## src/rtl/tug_playfield.sv

```systemverilog
// Tug-of-war light bar: conditions the two player keys into one-cycle press
// pulses and moves a single lit position toward the pressing player's edge.
module tug_playfield #(
    parameter int N_LIGHTS    = 9,
    parameter int SYNC_STAGES = 2
) (
    input  logic                clk,
    input  logic                reset,
    input  logic                L,
    input  logic                R,
    input  logic                midreset,
    output logic [N_LIGHTS-1:0] leds,
    output logic                edge_l,
    output logic                edge_r,
    output logic                l_press,
    output logic                r_press,
    output logic                locked
);

    localparam int            PW   = $clog2(N_LIGHTS);
    localparam logic [PW-1:0] CTR  = PW'((N_LIGHTS - 1) / 2);
    localparam logic [PW-1:0] MAXP = PW'(N_LIGHTS - 1);

    typedef enum logic {
        PLAY,
        LOCK
    } state_t;

    logic [SYNC_STAGES-1:0] r_l_sync;
    logic [SYNC_STAGES-1:0] r_r_sync;
    logic                   r_l_hist;
    logic                   r_r_hist;
    logic                   r_l_press;
    logic                   r_r_press;
    logic                   w_l_rise;
    logic                   w_r_rise;

    logic [PW-1:0]          r_pos;
    state_t                 r_state;
    logic                   r_locked;

    // Synchronisers and history flops come out of reset at 1, so a key that
    // is held through reset looks already pressed and yields no pulse.
    // NOTE: sequential state uses non-blocking assignments only; blocking
    // here would let later flops see this cycle's new value and collapse the chain.
    always_ff @(posedge clk or negedge reset) begin
        if (!reset) begin
            r_l_sync  <= '1;
            r_r_sync  <= '1;
            r_l_hist  <= 1'b1;
            r_r_hist  <= 1'b1;
            r_l_press <= 1'b0;
            r_r_press <= 1'b0;
        end else begin
            r_l_sync  <= {r_l_sync[SYNC_STAGES-2:0], L};
            r_r_sync  <= {r_r_sync[SYNC_STAGES-2:0], R};
            r_l_hist  <= r_l_sync[SYNC_STAGES-1];
            r_r_hist  <= r_r_sync[SYNC_STAGES-1];
            r_l_press <= w_l_rise;
            r_r_press <= w_r_rise;
        end
    end

    assign w_l_rise = r_l_sync[SYNC_STAGES-1] & ~r_l_hist;
    assign w_r_rise = r_r_sync[SYNC_STAGES-1] & ~r_r_hist;

    // midreset outranks everything, including a press sampled on the same edge.
    always_ff @(posedge clk or negedge reset) begin
        if (!reset) begin
            r_pos    <= CTR;
            r_state  <= PLAY;
            r_locked <= 1'b0;
        end else if (midreset) begin
            r_pos    <= CTR;
            r_state  <= PLAY;
            r_locked <= 1'b0;
        end else if (r_state == PLAY) begin
            if (r_l_press && !r_r_press) begin
                if (r_pos == MAXP) begin
                    r_state  <= LOCK;
                    r_locked <= 1'b1;
                end else begin
                    r_pos <= r_pos + PW'(1);
                end
            end else if (r_r_press && !r_l_press) begin
                if (r_pos == '0) begin
                    r_state  <= LOCK;
                    r_locked <= 1'b1;
                end else begin
                    r_pos <= r_pos - PW'(1);
                end
            end
        end
    end

    assign leds    = {{(N_LIGHTS-1){1'b0}}, 1'b1} << r_pos;
    assign edge_l  = leds[N_LIGHTS-1];
    assign edge_r  = leds[0];
    assign l_press = r_l_press;
    assign r_press = r_r_press;
    assign locked  = r_locked;

endmodule

```

## config.mk

```make
export PLATFORM = sky130hd
export DESIGN_NAME = tug_playfield
export DESIGN_NICKNAME = d
export VERILOG_FILES = /design/src/rtl/tug_playfield.sv
export SDC_FILE = /design/constraint.sdc
export NUM_CORES = 1
export LEC_CHECK = 0
export CAP_MARGIN = 30
export CELL_PAD_IN_SITES_DETAIL_PLACEMENT = 1
export CELL_PAD_IN_SITES_GLOBAL_PLACEMENT = 1
export CORE_MARGIN = 2
export CORE_UTILIZATION = 38
export CTS_CLUSTER_SIZE = 10
export DETAILED_ROUTE_END_ITERATION = 10
export HOLD_SLACK_MARGIN = 0.03
export PLACE_DENSITY = 0.87
export SYNTH_ARGS = -nofsm -noshare
export SYNTH_HDL_FRONTEND = slang
export SYNTH_SLANG_ARGS = --single-unit
```

## constraint.sdc

```tcl
create_clock -name clk -period 5.8 [get_ports clk]
set_clock_uncertainty 0.2 [all_clocks]
set_input_delay 1.16 -clock clk [delete_from_list [all_inputs] [get_ports clk]]
set_output_delay 1.16 -clock clk [all_outputs]
set_load 0.01 [all_outputs]
```

* Yosys cells after proc, flatten, opt, wreduce, memory -nomap -nowiden *
Index checks and enable logic that the tools add are counted.

operators by class
  add/sub/neg operators = 2
  eq/ne operators = 5
  shifts and indexed selects = 1
  mux-type cells = 18
  bitwise logic cells = 4
  reductions and logical operators = 9

operator list
  operator                                                             count
  4-bit two-way mux                                                    6
  1-bit two-way mux                                                    12
  1-bit by 4-bit << shifter with 9-bit output (first input constant)   1
  4-bit AND reduction                                                  2
  3-bit != test (second input constant)                                2
  3-bit nonzero test                                                   2
  4-bit by 1-bit adder with 4-bit output (second input constant)       1
  4-bit equality test (second input constant)                          1
  4-bit zero test                                                      1
  4-bit by 1-bit subtractor with 4-bit output (second input constant)  1
  3-bit by 2-bit != test with 1-bit output (second input constant)     1
  1-bit AND                                                            2
  1-bit logical AND                                                    2
  1-bit zero test                                                      2
  2-bit != test (second input constant)                                1
  1-bit NOT                                                            2

word-level totals
  flip-flop bits (word level) = 14
  bits of input ports = 5

* Longest topological paths before layout *
Gate-level depths: netlist of the first run.

  word-level depth = 6
  gate-level depth with buffers = 7

* Worst setup path after synthesis of the first run *
No wires, ideal clock.

  kind = reg2out
  start = register r_pos[0]
  end = output port leds[0]
  data arrival time = 1,253 ps
  data required time = 4,440 ps
  slack = 3,187 ps
  cell stages (with the launch flop) = 5
  path through = dfrtp_1 > buf_2 > or3_1 > nor2_1 > buf_4

between the ends
  cells in the longest elaborated chain, start to end = 1

ends and longest elaborated chain
  what                                         RTL line  text
  start, declared                              38        logic [PW-1:0] r_pos;
  start signal, assigned                       83        r_pos <= r_pos + PW'(1);
  start signal, assigned                       90        r_pos <= r_pos - PW'(1);
  1-bit by 4-bit << shifter with 9-bit output  96        assign leds = {{(N_LIGHTS-1){1'b0}}, 1'b1} << r_pos;
  end, declared                                12        output logic [N_LIGHTS-1:0] leds,

Every way passes these cells.

* Final worst setup path of the first run *
  start = register r_pos[1]
  end = output port leds[0]

Same word-level chain as after synthesis.

==> results of run 1 <==
## metrics by stage
| step | total power (W) | utilization, % | cell area (um^2) |
|---|---|---|---|
| floorplan | 0.000170 | - | 752 |
| global placement | 0.000192 | 47.7 | 916 |
| detailed placement | 0.000195 | 47.7 | 916 |
| CTS | 0.000263 | 49.5 | 952 |
| global route | 0.000278 | 49.5 | 952 |
| finish | 0.000259 | 49.5 | 952 |
## report_power, final
group	total, W	switching, W	internal, W
clock	0.0000663	0.0000281	0.0000382
combinational	0.0000711	0.0000330	0.0000381
sequential	0.000121	0.0000139	0.000107
total	0.000259	0.0000751	0.000184
## logic make-up after synthesis
family	share of synthesized area, %
muxes	1.33
buffers and inverters	8.15
xor gates and xnor gates	4.66
and+or+nand+nor	20.8
DFF	47.8
adders and majority gates	3.33
AOI/OAI and AO/OA	14.0
## path summary, 6_finish.rpt
| kind | startpoint | end | slack [ns] | depth (start not counted) |
|---|---|---|---|---|
| worst max-delay path | r_pos[1] | leds[0] | 2.53 | 3 |
| worst min-delay path | r_l_sync[0] | r_l_sync[1] | 0.15 | 0 |
| worst max register to register | r_press | r_pos[3] | 3.58 | 6 |
| worst min register to register | r_l_sync[0] | r_l_sync[1] | 0.15 | 0 |
| max in group asynchronous | reset | r_l_sync[0] | 3.97 | 1 |
| min in group asynchronous | reset | r_press | 1.05 | 1 |
## routing by layer
metal / GRT usage [%] / wire length, um / vias up
met4: 5.71 / 13 / 0
met1: 15.2 / 602 / 291
met2: 22.5 / 756 / 12
li1: - / - / 282
met5: 0 / 0 / -
met3: 4.94 / 51 / 2
## area by class of cell
| class | instances | area (um^2) | share of cell area, % |
|---|---|---|---|
| flip-flops and latches | 14 | 359 | 37.7 |
| multi-input cells | 50 | 332 | 34.8 |
| repair buffers | 18 | 180 | 18.9 |
| clock buffers | 4 | 36.3 | 3.81 |
| well taps | 27 | 33.8 | 3.55 |
| inverters | 3 | 11.3 | 1.18 |
## registers in the layout (all words and copies together), names as in the netlist
| name | count |
|---|---|
| r_pos | 4 |
| r_l_sync | 2 |
| r_r_sync | 2 |
| l_press | 1 |
| locked | 1 |
| r_l_hist | 1 |
| r_press | 1 |
| r_r_hist | 1 |
| r_state | 1 |
## layout by cell type, fill, tap and decap left out
cell	instances
a2111oi_2	1
a21o_2	1
a21oi_1	3
a221o_1	1
a221oi_2	1
a31o_1	1
a31oi_1	1
clkbuf_4	3
clkbuf_8	1
clkdlybuf4s50_1	18
dfrtp_1	7
dfstp_2	7
ha_1	2
inv_1	3
mux2i_1	1
nand2_1	2
nand2b_1	4
nand3_1	1
nand3b_1	1
nand4_1	1
nor2_1	11
nor2b_1	2
nor3_1	4
nor3_2	1
o21a_1	1
o21ai_0	1
o22ai_1	1
o31ai_1	1
or2_0	1
or3_1	1
or3b_2	1
xnor2_1	3
xor2_1	1
==> flow_summary.json, run 1 <==
{
  "status": "finished, final reports clean",
  "synthCells": 73,
  "synth.largest_area_cell": "dfstp_2",
  "routed_wl_um": 1420,
  "synth.distinct_cells": 33,
  "clockBufferDepth": 2,
  "grt_setup_unrepaired": "no",
  "dieArea_um2": 2350,
  "max_cap_viol_count": 0,
  "dpl_worst_slack_ns": 2.82,
  "clkSlewWorstSetupHoldPaths_ns": 0.08,
  "stdcell_count": 116,
  "firstDrtPassIters": 2,
  "slew_viol_final": 0,
  "syn_nets": 80,
  "via_per_inst": 5.06,
  "drt-initial-drc-count": 9,
  "final_nets": 97,
  "die_h_um": 48.5,
  "hold_buffers": 0,
  "finalSetupTns_ns": 0,
  "leakage_nw": 0.367,
  "worst_pin_slew_ns": 0.574,
  "cts_resized": 0,
  "clock_sinks": 14,
  "synth-edff-count": 0,
  "netlist_area_um2": 752,
  "antenna_found_initial": 0,
  "wl_per_cell_um": 12.3,
  "rows": 16,
  "cts_setup_buffers": 0,
  "synthTopCellsByArea": "dfstp_2, dfrtp_1, nor2_1",
  "synth.top_cell.area_share_pct": 24.5,
  "fillCellCount": 232,
  "ys_top_cells_by_count": "nor2_1, dfrtp_1, dfstp_2",
  "whs_ns": 0.151,
  "place_hpwl_um": 1130,
  "layout-drive-gt1-share_pct": 18.0,
  "min_period_ns": 3.27,
  "core_um2": 1920,
  "clk_latency_ns": 0.27,
  "start_kind": "flop",
  "post-place-cells": 112,
  "grt_pass1_vias": 538,
  "track_usage_pct": 13.3,
  "overflow": 0,
  "fmax_ghz": 0.306,
  "cts_tree": "yes",
  "ant_nets": 0,
  "crit_chain": "or3_1 > nor2_1 > clkdlybuf4s50_1",
  "area_delta_synth_final_pct": 26.6,
  "cp.arrival_ns": 1.91,
  "grt_max_degree": 15,
  "routabilityCongestion": 0.780,
  "relSlewSlack_pct": 61.6,
  "ios": 19,
  "synth_flop_cell": "dfstp_2",
  "async_flop_share_pct": 100,
  "p_per_area_nw_per_um2": 272,
  "path_class": "flop to primary output",
  "port_buffers": 18,
  "h-tree-depth": 1,
  "yosysWarnings": 0,
  "setup_viol": 0,
  "yosysMostFrequentCell": "nor2_1",
  "ys_seq_area_share_pct": 47.8,
  "cts-buffers-inserted": 3,
  "synth.avg_cell_area_um2": 10.3,
  "layout_setup_ws_ns": 2.53,
  "cts_root_buffer": "clkbuf_4",
  "ys_ff_latch": 14,
  "cpMaxStageDelayCell": "clkdlybuf4s50_1",
  "diodes": 0,
  "finalHoldViolCount": 0,
  "vias": 587,
  "irDropWorstVdd_mv": 0.182,
  "end_kind": "primary output",
  "hold_path_class": "flop to flop",
  "chipWidth_um": 48.5,
  "worstPathMaxFanout": 11,
  "crit_family": "simple AND/OR/NAND/NOR gates",
  "grt_pass1_wl_um": 2370,
  "drc": 0,
  "start_util_pct": 39.1,
  "path_buf_inv": 1,
  "cp_slowest_stage_delay_ns": 0.55,
  "worst_ep_required_time_ns": 4.44,
  "final.period_utilization_pct": 56.3
}
Note: power is estimated with default switching activity, not from simulation.
==> run 2, diff against run 1 <==
Settings changed: CORE_UTILIZATION 38 to 32, PLACE_DENSITY 0.87 to 0.78.
Clock period 5.8 ns to 2.7 ns, I/O delays scaled along.
==> flow_summary.json, run 2 (synthesis results as in run 1) <==
{
  "rows": 17,
  "firstDrtPassIters": 4,
  "regMostFlops": "r_pos",
  "cts-buffers-inserted": 3,
  "start_util_pct": 34.0,
  "clkSlewWorstSetupHoldPaths_ns": 0.08,
  "cts_root_buffer": "clkbuf_4",
  "timing.rr.end": "r_pos[3]",
  "status": "finished, final reports clean",
  "seq_power_share_pct": 46.3,
  "stdcell_count": 118,
  "die_h_um": 52.5,
  "hold_depth": 0,
  "dpl_worst_slack_ns": 0.320,
  "slew_viol_final": 0,
  "port_buffers": 18,
  "clock_sinks": 14,
  "end_kind": "primary output",
  "grt_max_degree": 15,
  "ant_nets": 0,
  "worst_pin_slew_ns": 0.631,
  "relSlewSlack_pct": 57.8,
  "top_regs": "r_pos x4, r_l_sync x2, r_r_sync x2",
  "finalHoldViolCount": 0,
  "largest_reg_flops": 4,
  "cts_setup_buffers": 0,
  "post-place-cells": 114,
  "grt_pass1_wl_um": 2500,
  "chipWidth_um": 52.5,
  "overflow": 0,
  "switchingPower_w": 0.000167,
  "final.period_utilization_pct": 96.6,
  "core_um2": 2210,
  "pwr-share-comb_pct": 27.8,
  "whs_ns": 0.157,
  "critPathLaunch": "r_pos[1]",
  "layout-drive-gt1-share_pct": 21.1,
  "grt_setup_unrepaired": "no",
  "irDropWorstVdd_mv": 0.296,
  "start_kind": "flop",
  "layout_setup_ws_ns": 0.0905,
  "clk_latency_ns": 0.28,
  "most-common-layout-cells": "clkdlybuf4s50_1, nor2_1, dfstp_2, dfrtp_1",
  "place_hpwl_um": 1100,
  "ios": 19,
  "fmax_ghz": 0.383,
  "setup_viol": 0,
  "cp.arrival_ns": 1.87,
  "p_per_area_nw_per_um2": 584,
  "via_per_inst": 4.95,
  "dieArea_um2": 2750,
  "clockBufferDepth": 2,
  "power.internal_w": 0.000398,
  "routabilityCongestion": 0.798,
  "finalSetupTns_ns": 0,
  "diodes": 0,
  "min_period_ns": 2.61,
  "max_cap_viol_count": 0,
  "wl_per_cell_um": 12.4,
  "track_usage_pct": 12.5,
  "routed_wl_um": 1460,
  "worstPathMaxFanout": 11,
  "worst_ep_required_time_ns": 1.96,
  "min_to": "r_l_sync[1]",
  "swShare_pct": 29.6,
  "h-tree-depth": 1,
  "final_common_cell": "clkdlybuf4s50_1",
  "grt_pass1_vias": 554,
  "drc": 0,
  "finalPower_w": 0.000565,
  "leakage_nw": 0.371,
  "rrSetupSlack_ns": 0.72,
  "worstRegToRegCells": 6,
  "path_class": "flop to primary output",
  "cts_tree": "yes",
  "hold_start": "r_l_sync[0]",
  "r2r_start": "r_press",
  "final_nets": 98,
  "pwr-share-clk_pct": 25.9,
  "area_delta_synth_final_pct": 28.6,
  "vias": 584,
  "antenna_found_initial": 0,
  "drt-initial-drc-count": 11,
  "hold_path_class": "flop to flop"
}
[run 2: changes by cell type in the layout (fill, tap and decap cells not counted), sizes merged]
cell	change
buf	+1
[run 2: metrics by stage]
step	cell area [um^2]	utilization [%]
after floorplan	752	-
after global placement	925	41.8
after detailed placement	925	41.8
after CTS	961	43.4
after global routing	967	43.7
final	967	43.7
[run 2: how the worst max path moves through the flow]
stage	to	slack (ns)
3_5_place_dp	edge_l	0.32
4_1_cts	edge_l	0.002
5_1_grt	edge_l	0.004
3_3_place_gp	leds[0]	0.37
6_report	edge_r	0.09
2_1_floorplan	r_pos[3]	0.67
[run 2: metal layers]
layer  global-route usage [%]  routed length, um  vias up
met5                        0                  0        -
met3                     2.57                 69        4
met1                     16.8                713      276
li1                         -                  -      286
met4                     7.69                 31        0
met2                     18.3                643       18
[run 2: final cells by class]
cell class                 count  area, um^2
fill                         265        1240
sequential                    14         360
multi-input combinational     50         337
timing repair buffer          19         188
clock buffer                   4        36.3
tap                           28        35.0
inverter                       3        11.3
[run 2: what timing repair did]
| action | in CTS | in global routing |
|---|---|---|
| gates resized for setup | 0 | 2 |
| hold buffers | 0 | 0 |
| endpoints found under the hold margin | 0 | 0 |
| setup endpoints to repair | 0 | 4 |
[run 2: worst max-delay path, stage by stage, from the launching register on]
cell and delay [ns]:
dfrtp_2 0.49, or3_4 0.41, nor2_1 0.13, clkdlybuf4s50_1 0.55
[run 2: power groups by stage]
stage	sequential, W	combinational, W	clock [W]
finish	0.000262	0.000157	0.000146
global route	0.000266	0.000176	0.000164
CTS	0.000261	0.000157	0.000154
detailed placement	0.000264	0.000156	0
global placement	0.000262	0.000153	0
floorplan	0.000246	0.000119	0
==> run 3, diff against run 2 <==
Settings changed: PLACE_DENSITY 0.78 to 0.79.
==> flow_summary.json, run 3 (synthesis results as in run 1) <==
{
  "area_delta_synth_final_pct": 33.1,
  "antenna_found_initial": 0,
  "hold_path_class": "flop to flop",
  "grt_pass1_wl_um": 2700,
  "worst_ep_required_time_ns": 1.96,
  "start_util_pct": 34.0,
  "end_kind": "primary output",
  "cts-buffers-inserted": 3,
  "place_hpwl_um": 1250,
  "status": "finished, final reports clean",
  "grt_pass1_vias": 606,
  "overflow": 0,
  "final_common_cell": "clkdlybuf4s50_1",
  "crit_family": "buffers and inverters",
  "worst_pin_slew_ns": 0.605,
  "most-common-layout-cells": "clkdlybuf4s50_1, nor2_1, dfstp_2, dfrtp_1, buf_4",
  "drc": 0,
  "final-seq-area_um2": 362,
  "largest_reg_flops": 4,
  "ios": 19,
  "start_kind": "flop",
  "final.period_utilization_pct": 94.3,
  "via_per_inst": 4.85,
  "path_class": "flop to primary output",
  "clk_latency_ns": 0.27,
  "cp.arrival_ns": 1.81,
  "min_period_ns": 2.55,
  "setup_viol": 0,
  "chipWidth_um": 52.5,
  "wl_per_cell_um": 13.3,
  "h-tree-depth": 1,
  "cpMaxStageDelayCell": "clkdlybuf4s50_1",
  "grt_max_degree": 15,
  "drt-initial-drc-count": 4,
  "path_buf_inv": 1,
  "p_per_area_nw_per_um2": 574,
  "cts_tree": "yes",
  "dieArea_um2": 2750,
  "crit_chain": "or3_1 > nor2_1 > clkdlybuf4s50_1",
  "port_buffers": 18,
  "vias": 592,
  "path_depth": 3,
  "routed_wl_um": 1620,
  "max_cap_viol_count": 0,
  "layout-drive-gt1-share_pct": 24.5,
  "regMostFlops": "r_pos",
  "die_h_um": 52.5,
  "final_nets": 102,
  "fmax_ghz": 0.393,
  "hold_depth": 0,
  "leakage_nw": 0.441,
  "rows": 17,
  "firstDrtPassIters": 4,
  "multi_input_area_um2": 332,
  "routabilityCongestion": 0.825,
  "track_usage_pct": 13.7,
  "clkSlewWorstSetupHoldPaths_ns": 0.08,
  "cts_root_buffer": "clkbuf_4",
  "diodes": 0,
  "worstPathMaxFanout": 10,
  "irDropWorstVdd_mv": 0.353,
  "fillCellCount": 273,
  "relSlewSlack_pct": 59.5,
  "clockBufferDepth": 2,
  "finalHoldViolCount": 0,
  "grt_setup_unrepaired": "no",
  "fin_util_pct": 45.2,
  "worstRegToRegCells": 6,
  "slew_viol_final": 0,
  "finalSetupTns_ns": 0,
  "ant_nets": 0,
  "core_um2": 2210,
  "cp_slowest_stage_delay_ns": 0.55,
  "top_regs": "r_pos x4, r_l_sync x2, r_r_sync x2",
  "clock_sinks": 14
}
[run 3: cell types whose count changed in the layout (fill, tap and decap cells not counted), sizes merged]
cell | previous run | this run
buf | 1 | 5
clkdlybuf4s50 | 18 | 15
dlymetal6s2s | 0 | 3
[run 3: layout make-up]
class,instances,share of cell area (%)
tap,28,3.50
inverter,3,1.13
clock buffer,4,3.62
timing repair buffer,23,22.5
multi-input combinational,50,33.1
sequential,14,36.1
[run 3: path summary, 6_finish.rpt]
path | startpoint | endpoint | slack (ns)
hold reg to reg | r_r_sync[0] | r_r_sync[1] | 0.16
min in group asynchronous | reset | l_press | 0.45
setup reg to reg | r_press | r_pos[3] | 0.70
max in group asynchronous | reset | r_pos[0] | 1.43
setup / recovery | r_pos[0] | leds[8] | 0.15
hold / removal | r_r_sync[0] | r_r_sync[1] | 0.16
[run 3: worst reg2reg max path, delay by kind of cell, from the launching register on]
kind | cells | cell delay, ns
compound gates | 3 | 0.58
flops | 1 | 0.42
simple gates | 2 | 0.41
fa+ha+maj | 1 | 0.34
[run 3: routing by layer]
metal | track usage [%] | part of all wire (%)
met5 | 0 | 0
met4 | 8.97 | 1.1
met3 | 0.857 | 4.6
met2 | 22.3 | 47
met1 | 17.4 | 47
[run 3: per-stage QoR]
stage	total power, W	hold slack [ns]	cells	worst slack (ns)	instance area, um^2
after floorplan	0.000365	0.0444	73	0.673	752
after global placement	0.000415	0.145	114	0.376	925
after detailed placement	0.000422	0.149	114	0.331	925
after CTS	0.000572	0.161	118	0.0173	961
after global routing	0.000617	0.168	122	0.0324	1000
final	0.000575	0.159	122	0.153	1000
[run 3: report_power, final]
part           total [W]  internal (W)  switching (W)
Combinational   0.000173     0.0000934      0.0000797
Sequential      0.000258      0.000232      0.0000266
Clock           0.000143     0.0000819      0.0000615
[run 3: repair_timing]
item                       in CTS  in global routing
hold buffers                    0                  0
hold endpoints to repair        0                  0
buffers inserted                0                  4
resized for setup               0                  5
setup endpoints to repair       0                  4
